**config.mk**
```make
export PLATFORM = sky130hd
export DESIGN_NAME = vga_hcounter_flat
export DESIGN_NICKNAME = d
export VERILOG_FILES = /design/src/rtl/vga_hcounter_pkg.sv /design/src/rtl/vga_hcounter_if.sv /design/src/rtl/vga_hcounter_pixel_tick_div.sv /design/src/rtl/vga_hcounter.sv /design/src/flat_wrapper.sv
export SDC_FILE = /design/constraint.sdc
export NUM_CORES = 1
export LEC_CHECK = 0
export BUFFER_PORTS_ARGS = -buffer_cell sky130_fd_sc_hd__buf_2
export CORE_ASPECT_RATIO = 1.25
export CORE_MARGIN = 8
export CORE_UTILIZATION = 29
export DETAILED_ROUTE_END_ITERATION = 12
export MAX_ROUTING_LAYER = met4
export PLACE_DENSITY = 0.51
export SKIP_LAST_GASP = 1
export SYNTH_ARGS = -nofsm -noshare
export SYNTH_HDL_FRONTEND = slang
export SYNTH_SLANG_ARGS = --single-unit
```
**constraint.sdc**
```tcl
create_clock -name clk -period 2.55 [get_ports clk]
set_clock_uncertainty 0.2 [all_clocks]
set_input_delay 0.1275 -clock clk [delete_from_list [all_inputs] [get_ports clk]]
set_output_delay 0.1275 -clock clk [all_outputs]
set_load 0.1 [all_outputs]
```
**src/rtl/vga_hcounter_pkg.sv**
```systemverilog
// Shared VGA timing constants and region state type for the horizontal and vertical stages.
package vga_timing_pkg;

    localparam int unsigned H_VISIBLE = 640;
    localparam int unsigned H_FP      = 16;
    localparam int unsigned H_SYNC    = 96;
    localparam int unsigned H_BP      = 48;
    localparam int unsigned H_TOTAL   = H_VISIBLE + H_FP + H_SYNC + H_BP;

    localparam int unsigned H_FRONT_START = H_VISIBLE;
    localparam int unsigned H_SYNC_START  = H_VISIBLE + H_FP;
    localparam int unsigned H_BACK_START  = H_VISIBLE + H_FP + H_SYNC;

    localparam int unsigned V_VISIBLE = 480;
    localparam int unsigned V_FP      = 10;
    localparam int unsigned V_SYNC    = 2;
    localparam int unsigned V_BP      = 33;
    localparam int unsigned V_TOTAL   = V_VISIBLE + V_FP + V_SYNC + V_BP;

    typedef enum logic [1:0] {
        ACTIVE,
        FRONT,
        SYNC,
        BACK
    } h_state_t;

endpackage

```
**src/rtl/vga_hcounter_if.sv**
```systemverilog
// Horizontal timing bus: run enable in, pixel strobe / position / region flags out.
interface vga_hcounter_if;
    logic        en;
    logic        pixTick;
    logic [31:0] hCount;
    logic        lineEnd;
    logic        hSync;
    logic        hActive;

    modport master (
        input  en,
        output pixTick, hCount, lineEnd, hSync, hActive
    );

    modport slave (
        output en,
        input  pixTick, hCount, lineEnd, hSync, hActive
    );
endinterface

```
**src/rtl/vga_hcounter_pixel_tick_div.sv**
```systemverilog
// Clock divider producing a one-clk pixel strobe every DIV enabled cycles.
module pixel_tick_div #(
    parameter int unsigned DIV = 4
) (
    input  logic clk,
    input  logic rst,
    input  logic en,
    output logic pixTick
);
    localparam int unsigned W = (DIV > 1) ? $clog2(DIV) : 1;
    localparam logic [W-1:0] LAST = W'(DIV - 1);

    if (DIV < 1) begin : g_bad_div
        $error("pixel_tick_div: DIV must be at least 1");
    end

    logic [W-1:0] div_cnt;

    always_ff @(posedge clk or negedge rst) begin
        if (!rst) begin
            div_cnt <= '0;
        end else if (en) begin
            div_cnt <= (div_cnt == LAST) ? '0 : div_cnt + 1'b1;
        end
    end

    // rst term keeps the strobe low during reset even when DIV=1 makes the count compare constant
    assign pixTick = en & rst & (div_cnt == LAST);
endmodule

```
**src/rtl/vga_hcounter.sv**
```systemverilog
// Horizontal VGA timing: pixel column counter, region FSM, hSync/hActive and line-end strobe.
module vga_hcounter #(
    parameter int unsigned DIV       = 4,
    parameter int unsigned H_VISIBLE = vga_timing_pkg::H_VISIBLE,
    parameter int unsigned H_FP      = vga_timing_pkg::H_FP,
    parameter int unsigned H_SYNC    = vga_timing_pkg::H_SYNC,
    parameter int unsigned H_BP      = vga_timing_pkg::H_BP,
    parameter bit          SYNC_POL  = 1'b0
) (
    input  logic           clk,
    input  logic           rst,
    vga_hcounter_if.master bus
);
    import vga_timing_pkg::*;

    localparam logic [31:0] LAST_ACTIVE = 32'(H_VISIBLE - 1);
    localparam logic [31:0] LAST_FRONT  = 32'(H_VISIBLE + H_FP - 1);
    localparam logic [31:0] LAST_SYNC   = 32'(H_VISIBLE + H_FP + H_SYNC - 1);
    localparam logic [31:0] LAST_PIXEL  = 32'(H_VISIBLE + H_FP + H_SYNC + H_BP - 1);

    if (H_VISIBLE < 1 || H_FP < 1 || H_SYNC < 1 || H_BP < 1) begin : g_bad_region
        $error("vga_hcounter: every horizontal region must be at least one pixel");
    end

    logic        pix_tick;
    logic [31:0] h_count;
    h_state_t    state;
    h_state_t    state_next;

    pixel_tick_div #(.DIV(DIV)) u_tick (
        .clk     (clk),
        .rst     (rst),
        .en      (bus.en),
        .pixTick (pix_tick)
    );

    always_ff @(posedge clk or negedge rst) begin
        if (!rst) begin
            h_count <= '0;
        end else if (pix_tick) begin
            h_count <= (h_count == LAST_PIXEL) ? '0 : h_count + 32'd1;
        end
    end

    always_ff @(posedge clk or negedge rst) begin
        if (!rst) begin
            state <= ACTIVE;
        end else begin
            state <= state_next;
        end
    end

    // Region advances on the same tick that moves hCount past each boundary
    always_comb begin
        state_next = state;
        if (pix_tick) begin
            case (state)
                ACTIVE:  if (h_count == LAST_ACTIVE) state_next = FRONT;
                FRONT:   if (h_count == LAST_FRONT)  state_next = SYNC;
                SYNC:    if (h_count == LAST_SYNC)   state_next = BACK;
                BACK:    if (h_count == LAST_PIXEL)  state_next = ACTIVE;
                default: state_next = ACTIVE;
            endcase
        end
    end

    assign bus.pixTick = pix_tick;
    assign bus.hCount  = h_count;
    assign bus.lineEnd = pix_tick & (h_count == LAST_PIXEL);
    assign bus.hActive = (state == ACTIVE);
    assign bus.hSync   = (state == SYNC) ? SYNC_POL : ~SYNC_POL;
endmodule

```
**src/flat_wrapper.sv**
```systemverilog
// flat-port wrapper written by rule: the top's interface ports become plain ports
module vga_hcounter_flat import vga_timing_pkg::*;
#(
    parameter int unsigned DIV       = 4,
    parameter int unsigned H_VISIBLE = vga_timing_pkg::H_VISIBLE,
    parameter int unsigned H_FP      = vga_timing_pkg::H_FP,
    parameter int unsigned H_SYNC    = vga_timing_pkg::H_SYNC,
    parameter int unsigned H_BP      = vga_timing_pkg::H_BP,
    parameter bit          SYNC_POL  = 1'b0
)
  (clk, rst, bus_en, bus_pixTick, bus_hCount, bus_lineEnd, bus_hSync, bus_hActive);
  vga_hcounter_if bus_i ();
  input  logic clk;
  input  logic rst;
  input wire logic [$bits(bus_i.en)-1:0] bus_en;
  output wire logic [$bits(bus_i.pixTick)-1:0] bus_pixTick;
  output wire logic [$bits(bus_i.hCount)-1:0] bus_hCount;
  output wire logic [$bits(bus_i.lineEnd)-1:0] bus_lineEnd;
  output wire logic [$bits(bus_i.hSync)-1:0] bus_hSync;
  output wire logic [$bits(bus_i.hActive)-1:0] bus_hActive;
  assign bus_i.en = bus_en;
  assign bus_pixTick = bus_i.pixTick;
  assign bus_hCount = bus_i.hCount;
  assign bus_lineEnd = bus_i.lineEnd;
  assign bus_hSync = bus_i.hSync;
  assign bus_hActive = bus_i.hActive;
  vga_hcounter #(.DIV(DIV), .H_VISIBLE(H_VISIBLE), .H_FP(H_FP), .H_SYNC(H_SYNC), .H_BP(H_BP), .SYNC_POL(SYNC_POL)) u_core (.clk(clk), .rst(rst), .bus(bus_i));
endmodule
```
==> flow_summary.ini, run 1 <==
[layout]
final_cell_area_mm2 = 0.002554
drive_gt1_share_pct = 46.53
nets = 254
diodes = 0
area_growth_pct = 39.03
postLayoutCoreUtil_pct = 41.42
final-instance-count-excl-fill = 330

[pwr]
switching_share_pct = 34.53
p_sw_mw = 0.4834
power.density_mw_per_mm2 = 548.3
p_leak_nw = 1.156
p_int_mw = 0.9168
ir_drop_uv = 688.9
combPwrFrac_pct = 22.9
seqPwrFrac_pct = 47.3
p_clk_share_pct = 29.8

[critical_path]
critPathSlowestCell = or4_4
critPathLaunchType = flop
r2r-end = u_core.state[1]
cpPeakStageDelay_ps = 530
cp_top_family = simple AND/OR/NAND/NOR gates
rr_startpoint = u_core.bus.hCount[29]
r2r_cells = 5
critical_path.cell_chain = nor4_4 -> nand4_1 -> or4_4 -> buf_4 -> nor2_4 -> buf_12
worst-path-max-fanout = 2
r2r_slack_ps = 10
critPathKind = flop to output port
critPathBufInv = 2
critical_path_required_ps = 2220
end_kind = output port
arrival_ps = 2280
startpoint = u_core.bus.hCount[29]

[floorplan]
io_pins = 39
die_area_mm2 = 0.009152
die_h_um = 105.0
core-area_mm2 = 0.006166
start_util_pct = 29.79
die_w_um = 87.18
core.rowCount = 32

[timing]
period_minus_slack_ps = 2609
fin_crit_sh_pct = 102.3
rsz0062_at_grt = yes
finalHoldViolations = 0
fmax_ghz = 0.3832
setup_viol = 1
slew_headroom_pct = 66.21
fin_ws_ps = -59.41
drv_slew = 0
worst_pin_slew_ps = 505.4

[grt]
grt.total_usage_pct = 11.40
grt_max_degree = 37
grt_pass1_vias = 1631
grt-ovfl-total = 0
grt_pass1_wl_um = 7879
grt_antenna_before_repair = 0

[place]
io_buffer_count = 38
dp_cells = 316
dp.final_hpwl_um = 3586
placed_area_mm2 = 0.002392
gp_congestion = 0.8230

[synthesis]
synth_flop_cell = dfrtp_1
synth_area_per_cell_um2 = 10.32
synth_area_mm2 = 0.001837
synth_seq_cells = 36
yosysWarnings = 0
ys_types = 31
syn_nets = 188
ys_seq_area_share_pct = 49.05
syn_inst = 178
async_flop_share_pct = 100.0
synth-edff-count = 0

[outcome]
violations = setup timing
run_status = complete, but fails checks

[clocking]
cts_made_buffers = 5
clock_latency_ps = 290
htreeDepth = 2
cts.clk_slew.worst_paths_ps = 70
clock_sinks = 36
cts_max_path_buffers = 2
cts_tree = done
cts_root_buf = clkbuf_8

[routing]
vias = 1548
drc_errors = 0
first_pass_iters = 4
wl_per_cell_um = 14.37
drt_iter0_drc = 74
ant_nets = 0
vias_per_cell = 4.691
wirelength_um = 4742

[job]
drv_cap = 0

[hold_path]
hold_class = input pin to asynchronous set/reset pin
-- metrics by stage --
stage / TNS, ps / power [mW] / worst slack, ps / hold slack [ps]
2_1_floorplan: -92.08 / 0.9205 / -74.01 / -368.1
3_3_place_gp: 0 / 0.9932 / 16.22 / 53.67
3_5_place_dp: -0.6297 / 0.9960 / -0.6297 / 53.26
4_1_cts: -55.09 / 1.423 / -55.09 / 281.8
5_1_grt: -218.9 / 1.471 / -144.0 / 310.0
6_report: -59.41 / 1.400 / -59.41 / 243.2
-- power by group through the flow --
stage | clock network [mW] | logic [mW] | registers, mW
final | 0.417 | 0.320 | 0.663
after global placement | 0 | 0.320 | 0.673
after global routing | 0.454 | 0.346 | 0.672
after detailed placement | 0 | 0.322 | 0.674
after floorplan | 0 | 0.0964 | 0.824
after CTS | 0.435 | 0.325 | 0.663
-- worst max-delay path by stage --
stage	slack, ps	cells after the start	endpoint
global route	-140	6	bus_lineEnd
global placement	20	5	u_core.state[1]
finish	-60	6	bus_lineEnd
detailed placement	-0.6	5	u_core.state[1]
floorplan	-70	5	u_core.state[1]
CTS	-60	6	bus_lineEnd
-- cell usage after synthesis (all sizes together) (3+ instances only) --
library cell,number,area share (%)
mux2,3,2.0
and3,4,1.4
nor4,8,3.4
dfrtp,36,49
inv,5,1.0
xnor2,19,9.1
ha,7,4.8
clkbuf,3,0.68
xor2,11,5.2
nor2,20,4.1
nor3,4,1.1
nand3,14,3.8
nand2,16,3.3
nand4,12,4.1
-- layer usage --
layer  GRT usage (%)  part of all wire, %  vias to the layer above
li1                -                    -                      753
met5               -                    0                        -
met1           13.19                   43                      748
met4           3.699                  1.5                        0
met2           18.49                   50                       40
met3           3.135                  5.3                        7
-- repair_timing --
action                                  CTS  global route
hold buffers                              2             0
hold endpoints to repair                 38             0
resized for setup                         2             2
endpoints found under the setup margin    1             3
cloned                                    0             0
setup buffers                             2             2
pin swaps                                 2             2
-- placed cells by master, fill, tap and decap left out, types with 3 or more instances in the layout --
master | synthesis | final
clkbuf_8 | 0 | 6
xor2_1 | 11 | 11
inv_1 | 5 | 4
dfrtp_2 | 0 | 18
nor4_1 | 6 | 3
xnor2_1 | 19 | 19
buf_2 | 0 | 36
nor3_1 | 4 | 3
ha_1 | 7 | 6
dfrtp_4 | 0 | 14
nor4_2 | 2 | 4
nor2_1 | 20 | 19
and3_1 | 4 | 4
nand2_1 | 16 | 16
dfrtp_1 | 36 | 4
nand4_1 | 12 | 12
buf_4 | 0 | 23
nand3_1 | 14 | 14
-- worst min-delay path, cell delays in order --
cell and delay [ps]:
dlygate4sd3_1 520, buf_2 120, buf_4 400
-- sequential cells by signal, summed over array words and instances (netlist names) --
register / count
u_core.bus.hCount: 32
u_core.state: 2
u_core.u_tick.div_cnt: 2
-- layout make-up --
class	instances	area [um^2]
repair buffers	63	412.9
clock buffers	8	90.09
well taps	85	106.4
inverters	5	22.52
multi-input cells	133	945.9
flip-flops and latches	36	975.9
fillers	648	3612
-- logic make-up (layout without fill, tap and decap cells) --
group                    Yosys count  count (layout)  share of synthesized area, %
AND/OR/NAND/NOR                   86              86                         24.52
flip-flops                        36              36                         49.05
XOR/XNOR                          30              30                         14.31
buffers and inverters              9              76                         2.316
adder cells (fa/ha/maj)            7               7                         4.768
AO/OA/AOI/OAI                      6               6                         2.453
multiplexers                       4               4                         2.588
(Power assumes the default switching activity.)
==> run 2: changes to the inputs <==
--- a/config.mk
+++ b/config.mk
@@ -11,7 +11,7 @@
 export CORE_UTILIZATION = 29
 export DETAILED_ROUTE_END_ITERATION = 12
 export MAX_ROUTING_LAYER = met4
-export PLACE_DENSITY = 0.51
+export PLACE_DENSITY = 0.6
 export SKIP_LAST_GASP = 1
 export SYNTH_ARGS = -nofsm -noshare
 export SYNTH_HDL_FRONTEND = slang
==> run 2 against run 1 <==
  * Sequential share of layout area down 0.77 points
  * Flip-flop and latch count stayed put
  * The flow now finishes without violations
  * Highest routed layer unchanged
  * Design area is 2.1% higher
==> flow_summary.ini, run 2 (synthesis gave the netlist of run 1 again) <==
[place]
dp.final_hpwl_um = 3594
placed_area_mm2 = 0.002392
dp_slack_ps = -23.43
gp_congestion = 0.8086
io_buffer_count = 38

[grt]
grt_pass1_vias = 1524
grt-ovfl-total = 0
grt.total_usage_pct = 11.47
grt_pass1_wl_um = 7900
grt_antenna_before_repair = 0
grt_max_degree = 37

[floorplan]
die_w_um = 87.18
start_util_pct = 29.79
core-area_mm2 = 0.006166
io_pins = 39
die_area_mm2 = 0.009152
core.rowCount = 32
die_h_um = 105.0

[pwr]
ir_drop_uv = 252.7
switching_share_pct = 33.41
seqPwrFrac_pct = 44.7
p_clk_share_pct = 33.5
p_sw_mw = 0.4939
combPwrFrac_pct = 21.8
power.density_mw_per_mm2 = 567.2
p_int_mw = 0.9844
p_leak_nw = 1.184

[clocking]
cts_max_path_buffers = 2
cts_tree = done
cts_made_buffers = 5
cts.clk_slew.worst_paths_ps = 70
clock_latency_ps = 290
htreeDepth = 2
cts_root_buf = clkbuf_8
clock_sinks = 36

[layout]
drive_gt1_share_pct = 47.98
fillerInstances = 638
final_cell_area_mm2 = 0.002606
diodes = 0
largest_reg_flops = 32
final_cell_mix = buf_2 (36), buf_4 (26), nor2_1 (19), xnor2_1 (19), dfrtp_2 (18)
area_growth_pct = 41.89
nets = 257
postLayoutCoreUtil_pct = 42.27
layout_commonest_cell = buf_2

[timing]
period_minus_slack_ps = 2534
setup-tns-final_ps = 0
fmax_ghz = 0.3946
fin_ws_ps = 15.67
fin_crit_sh_pct = 99.39
slew_headroom_pct = 66.41
worst_pin_slew_ps = 502.5
finalHoldViolations = 0
rsz0062_at_grt = yes
drv_slew = 0
setup_viol = 0
hold_ws_ps = 244.1

[critical_path]
arrival_ps = 2510
critPathKind = flop to flop
critical_path_required_ps = 2530
end_kind = flop
critPathLaunchType = flop
worst-path-max-fanout = 2

[hold_path]
hold_class = input pin to asynchronous set/reset pin

[routing]
wl_per_cell_um = 14.24
ant_nets = 0
drc_errors = 0
wirelength_um = 4743
drt_iter0_drc = 59
vias_per_cell = 4.706
vias = 1567
first_pass_iters = 4

[job]
drv_cap = 0

[outcome]
run_status = finished, final reports clean
## run 2: cell type report
| type | instances | area (um^2) | area share [%] |
|---|---|---|---|
| multi-input cells | 133 | 954.7 | 36.63 |
| well taps | 85 | 106.4 | 4.081 |
| clock inverters | 3 | 42.54 | 1.632 |
| clock buffers | 5 | 68.82 | 2.640 |
| repair buffers | 66 | 435.4 | 16.71 |
| inverters | 5 | 22.52 | 0.8641 |
| flip-flops and latches | 36 | 975.9 | 37.45 |
## run 2: through the flow
stage | std cells | power, mW
5_1_grt | 333 | 1.549
6_report | 333 | 1.478
3_3_place_gp | 316 | 0.9926
4_1_cts | 333 | 1.499
3_5_place_dp | 316 | 0.9996
2_1_floorplan | 178 | 0.9205
## run 2: worst max-delay path, stage by stage (launching register included)
cell and delay [ps]:
dfrtp_4 490, nor4_4 300, nand4_1 160, or4_4 530
a2111o_1 430, mux2_4 310
## run 2: repair_timing
item / in CTS / in global routing
pin swaps: 5 / 1
endpoints found under the hold margin: 38 / 0
setup buffers: 8 / 0
hold buffers: 2 / 0
endpoints found under the setup margin: 2 / 4
gates resized for setup: 3 / 1
## run 2: path summary, 6_finish.rpt
check                                       from                  endpoint  slack, ps  depth (start not counted)
setup reg to reg           u_core.bus.hCount[19]           u_core.state[1]         20                          5
max in group asynchronous                    rst     u_core.bus.hCount[18]       1550                          3
min in group clk           u_core.bus.hCount[27]     u_core.bus.hCount[27]        310                          1
setup / recovery           u_core.bus.hCount[19]           u_core.state[1]         20                          5
hold reg to reg            u_core.bus.hCount[27]     u_core.bus.hCount[27]        310                          1
hold / removal                               rst  u_core.u_tick.div_cnt[0]        240                          3
## run 2: layer usage
| metal | track usage, % | vias up | share of wire, % |
|---|---|---|---|
| li1 | - | 761 | - |
| met1 | 13.34 | 762 | 43 |
| met2 | 17.83 | 36 | 49 |
| met3 | 3.605 | 8 | 6.0 |
| met4 | 4.562 | 0 | 2.0 |
| met5 | - | - | 0 |
## run 2: power by group through the flow
stage | Combinational [mW] | Clock (mW) | Sequential (mW)
2_1_floorplan | 0.0964 | 0 | 0.824
3_3_place_gp | 0.321 | 0 | 0.671
3_5_place_dp | 0.326 | 0 | 0.674
4_1_cts | 0.329 | 0.509 | 0.662
5_1_grt | 0.343 | 0.538 | 0.668
6_report | 0.322 | 0.495 | 0.661
==> run 3: changes to the inputs <==
--- a/config.mk
+++ b/config.mk
@@ -9,6 +9,7 @@
 export CORE_ASPECT_RATIO = 1.25
 export CORE_MARGIN = 8
 export CORE_UTILIZATION = 29
+export CTS_BUF_LIST = sky130_fd_sc_hd__clkbuf_8
 export DETAILED_ROUTE_END_ITERATION = 12
 export MAX_ROUTING_LAYER = met4
 export PLACE_DENSITY = 0.6
==> constraint.sdc (replaced) <==
create_clock -name clk -period 2.55 [get_ports clk]
set_clock_uncertainty 0.2 [all_clocks]
set_input_delay 0.3825 -clock clk [delete_from_list [all_inputs] [get_ports clk]]
set_output_delay 0.3825 -clock clk [all_outputs]
set_load 0.1 [all_outputs]
==> run 3 against run 2 <==
  * Combinational power is 6% higher
  * The flow now finishes with violations (setup timing)
  * Sequential power is 1% lower
  * Cell count is 0.30% higher
  * Global-route usage is 0.099 points lower
==> flow_summary.ini, run 3 (synthesis gave the netlist of run 1 again) <==
[outcome]
run_status = complete, but fails checks
violations = setup timing

[floorplan]
start_util_pct = 29.79
die_w_um = 87.18
die_area_mm2 = 0.009152
die_h_um = 105.0
core-area_mm2 = 0.006166
core.rowCount = 32
io_pins = 39

[grt]
grt_pass1_wl_um = 7935
grt_max_degree = 37
grt.total_usage_pct = 11.37
grt_pass1_vias = 1651
grt_antenna_before_repair = 0
grt-ovfl-total = 0

[layout]
nets = 258
multiInputGateArea_um2 = 975.9
layout_commonest_cell = buf_2
drive_gt1_share_pct = 47.79
postLayoutCoreUtil_pct = 42.63
area_growth_pct = 43.12
fillerInstances = 642
largest_reg_flops = 32
diodes = 0
final_cell_mix = buf_2 (36), buf_4 (28), nor2_1 (19), xnor2_1 (19), dfrtp_2 (18)
final-instance-count-excl-fill = 334
ff_latch_area_um2 = 975.9

[pwr]
switching_share_pct = 33.49
combPwrFrac_pct = 22.8
p_sw_mw = 0.4995
p_clk_share_pct = 33.4
ir_drop_uv = 276.0
p_leak_nw = 1.231
p_int_mw = 0.9922
power.density_mw_per_mm2 = 567.5
seqPwrFrac_pct = 43.8

[clocking]
cts_root_buf = clkbuf_8
htreeDepth = 2
cts.clk_slew.worst_paths_ps = 80
cts_max_path_buffers = 2
cts_made_buffers = 5
cts_tree = done
clock_sinks = 36
clock_latency_ps = 290

[timing]
period_minus_slack_ps = 2805
fin_crit_sh_pct = 110.0
drv_slew = 0
rsz0062_at_grt = yes
slew_headroom_pct = 66.92
finalHoldViolations = 0
fmax_ghz = 0.3564
worst_pin_slew_ps = 499.6
setup_viol = 1
fin_ws_ps = -255.5

[routing]
ant_nets = 0
dr_wl_met2_um = 2339
drt_iter0_drc = 54
vias_per_cell = 4.698
first_pass_iters = 4
drc_errors = 0
wirelength_um = 4779
wl_met1_um = 2142
vias = 1569
top_layer_used = met4
wl_per_cell_um = 14.31
routed-wl-met3_um = 227

[place]
gp_congestion = 0.8203
dp.final_hpwl_um = 3742
io_buffer_count = 38
dp_cells = 323

[critical_path]
startpoint = u_core.bus.hCount[21]
rr_startpoint = u_core.bus.hCount[21]
critPathKind = flop to output port
r2r_cells = 5
end_kind = output port
critical_path_required_ps = 1970
critPathLaunchType = flop
worst-path-max-fanout = 2
arrival_ps = 2220

[job]
drv_cap = 0

[hold_path]
min_delay_path_depth = 2
min_from = bus_en
hold_class = input pin to flop
## run 3: timing repair
action                     in CTS  in global routing
setup endpoints to repair       2                  4
hold endpoints to repair       36                  0
pin swaps                       2                  2
hold buffers                    1                  0
buffers inserted                1                  1
gates cloned                    0                  0
gates resized for setup         2                  5
## run 3: power groups by stage
stage	Sequential (mW)	Clock, mW	Combinational (mW)
2_1_floorplan	0.824	0	0.0948
3_3_place_gp	0.664	0	0.337
3_5_place_dp	0.665	0	0.341
4_1_cts	0.654	0.515	0.342
5_1_grt	0.662	0.530	0.364
6_report	0.653	0.498	0.340
## run 3: per-layer routing
| layer | vias to the layer above | global-route usage, % |
|---|---|---|
| li1 | 762 | - |
| met1 | 770 | 13.06 |
| met2 | 31 | 18.65 |
| met3 | 6 | 2.743 |
| met4 | 0 | 4.069 |
| met5 | - | - |
## run 3: worst paths after layout
path                                            end  slack [ps]
max                                     bus_lineEnd        -260
min                        u_core.u_tick.div_cnt[0]         190
max reg2reg                         u_core.state[1]          60
min reg2reg                u_core.u_tick.div_cnt[1]         310
max in group asynchronous     u_core.bus.hCount[18]        1280
min in group asynchronous     u_core.bus.hCount[30]         500
## run 3: stage by stage
| stage | TNS, ps | area [um^2] | setup WS (ps) | total power, mW | hold slack (ps) |
|---|---|---|---|---|---|
| final | -255.5 | 2629 | -255.5 | 1.492 | 185.6 |
| after global routing | -382.0 | 2629 | -356.2 | 1.556 | 188.2 |
| after CTS | -273.7 | 2585 | -268.0 | 1.510 | 180.2 |
| after detailed placement | -14.08 | 2441 | -14.08 | 1.006 | 290.8 |
| after global placement | -9.586 | 2441 | -9.586 | 1.001 | 291.3 |
| after floorplan | -453.2 | 1943 | -165.8 | 0.9189 | -113.1 |
## run 3: critical path, stage by stage, from the launching register on
cell and delay (ps):
dfrtp_4 490, nor4_4 270, nand4_1 190, or4_4 520, buf_4 160, nor2_4 120
buf_12 190
## run 3: cell type report
cell class                      instances  area share (%)
Multi-Input combinational cell        133           37.13
Inverter                                5          0.7139
Clock inverter                          3           1.618
Tap cell                               85           4.046
Timing Repair Buffer                   67           16.75
Clock buffer                            5           2.618
Sequential cell                        36           37.13
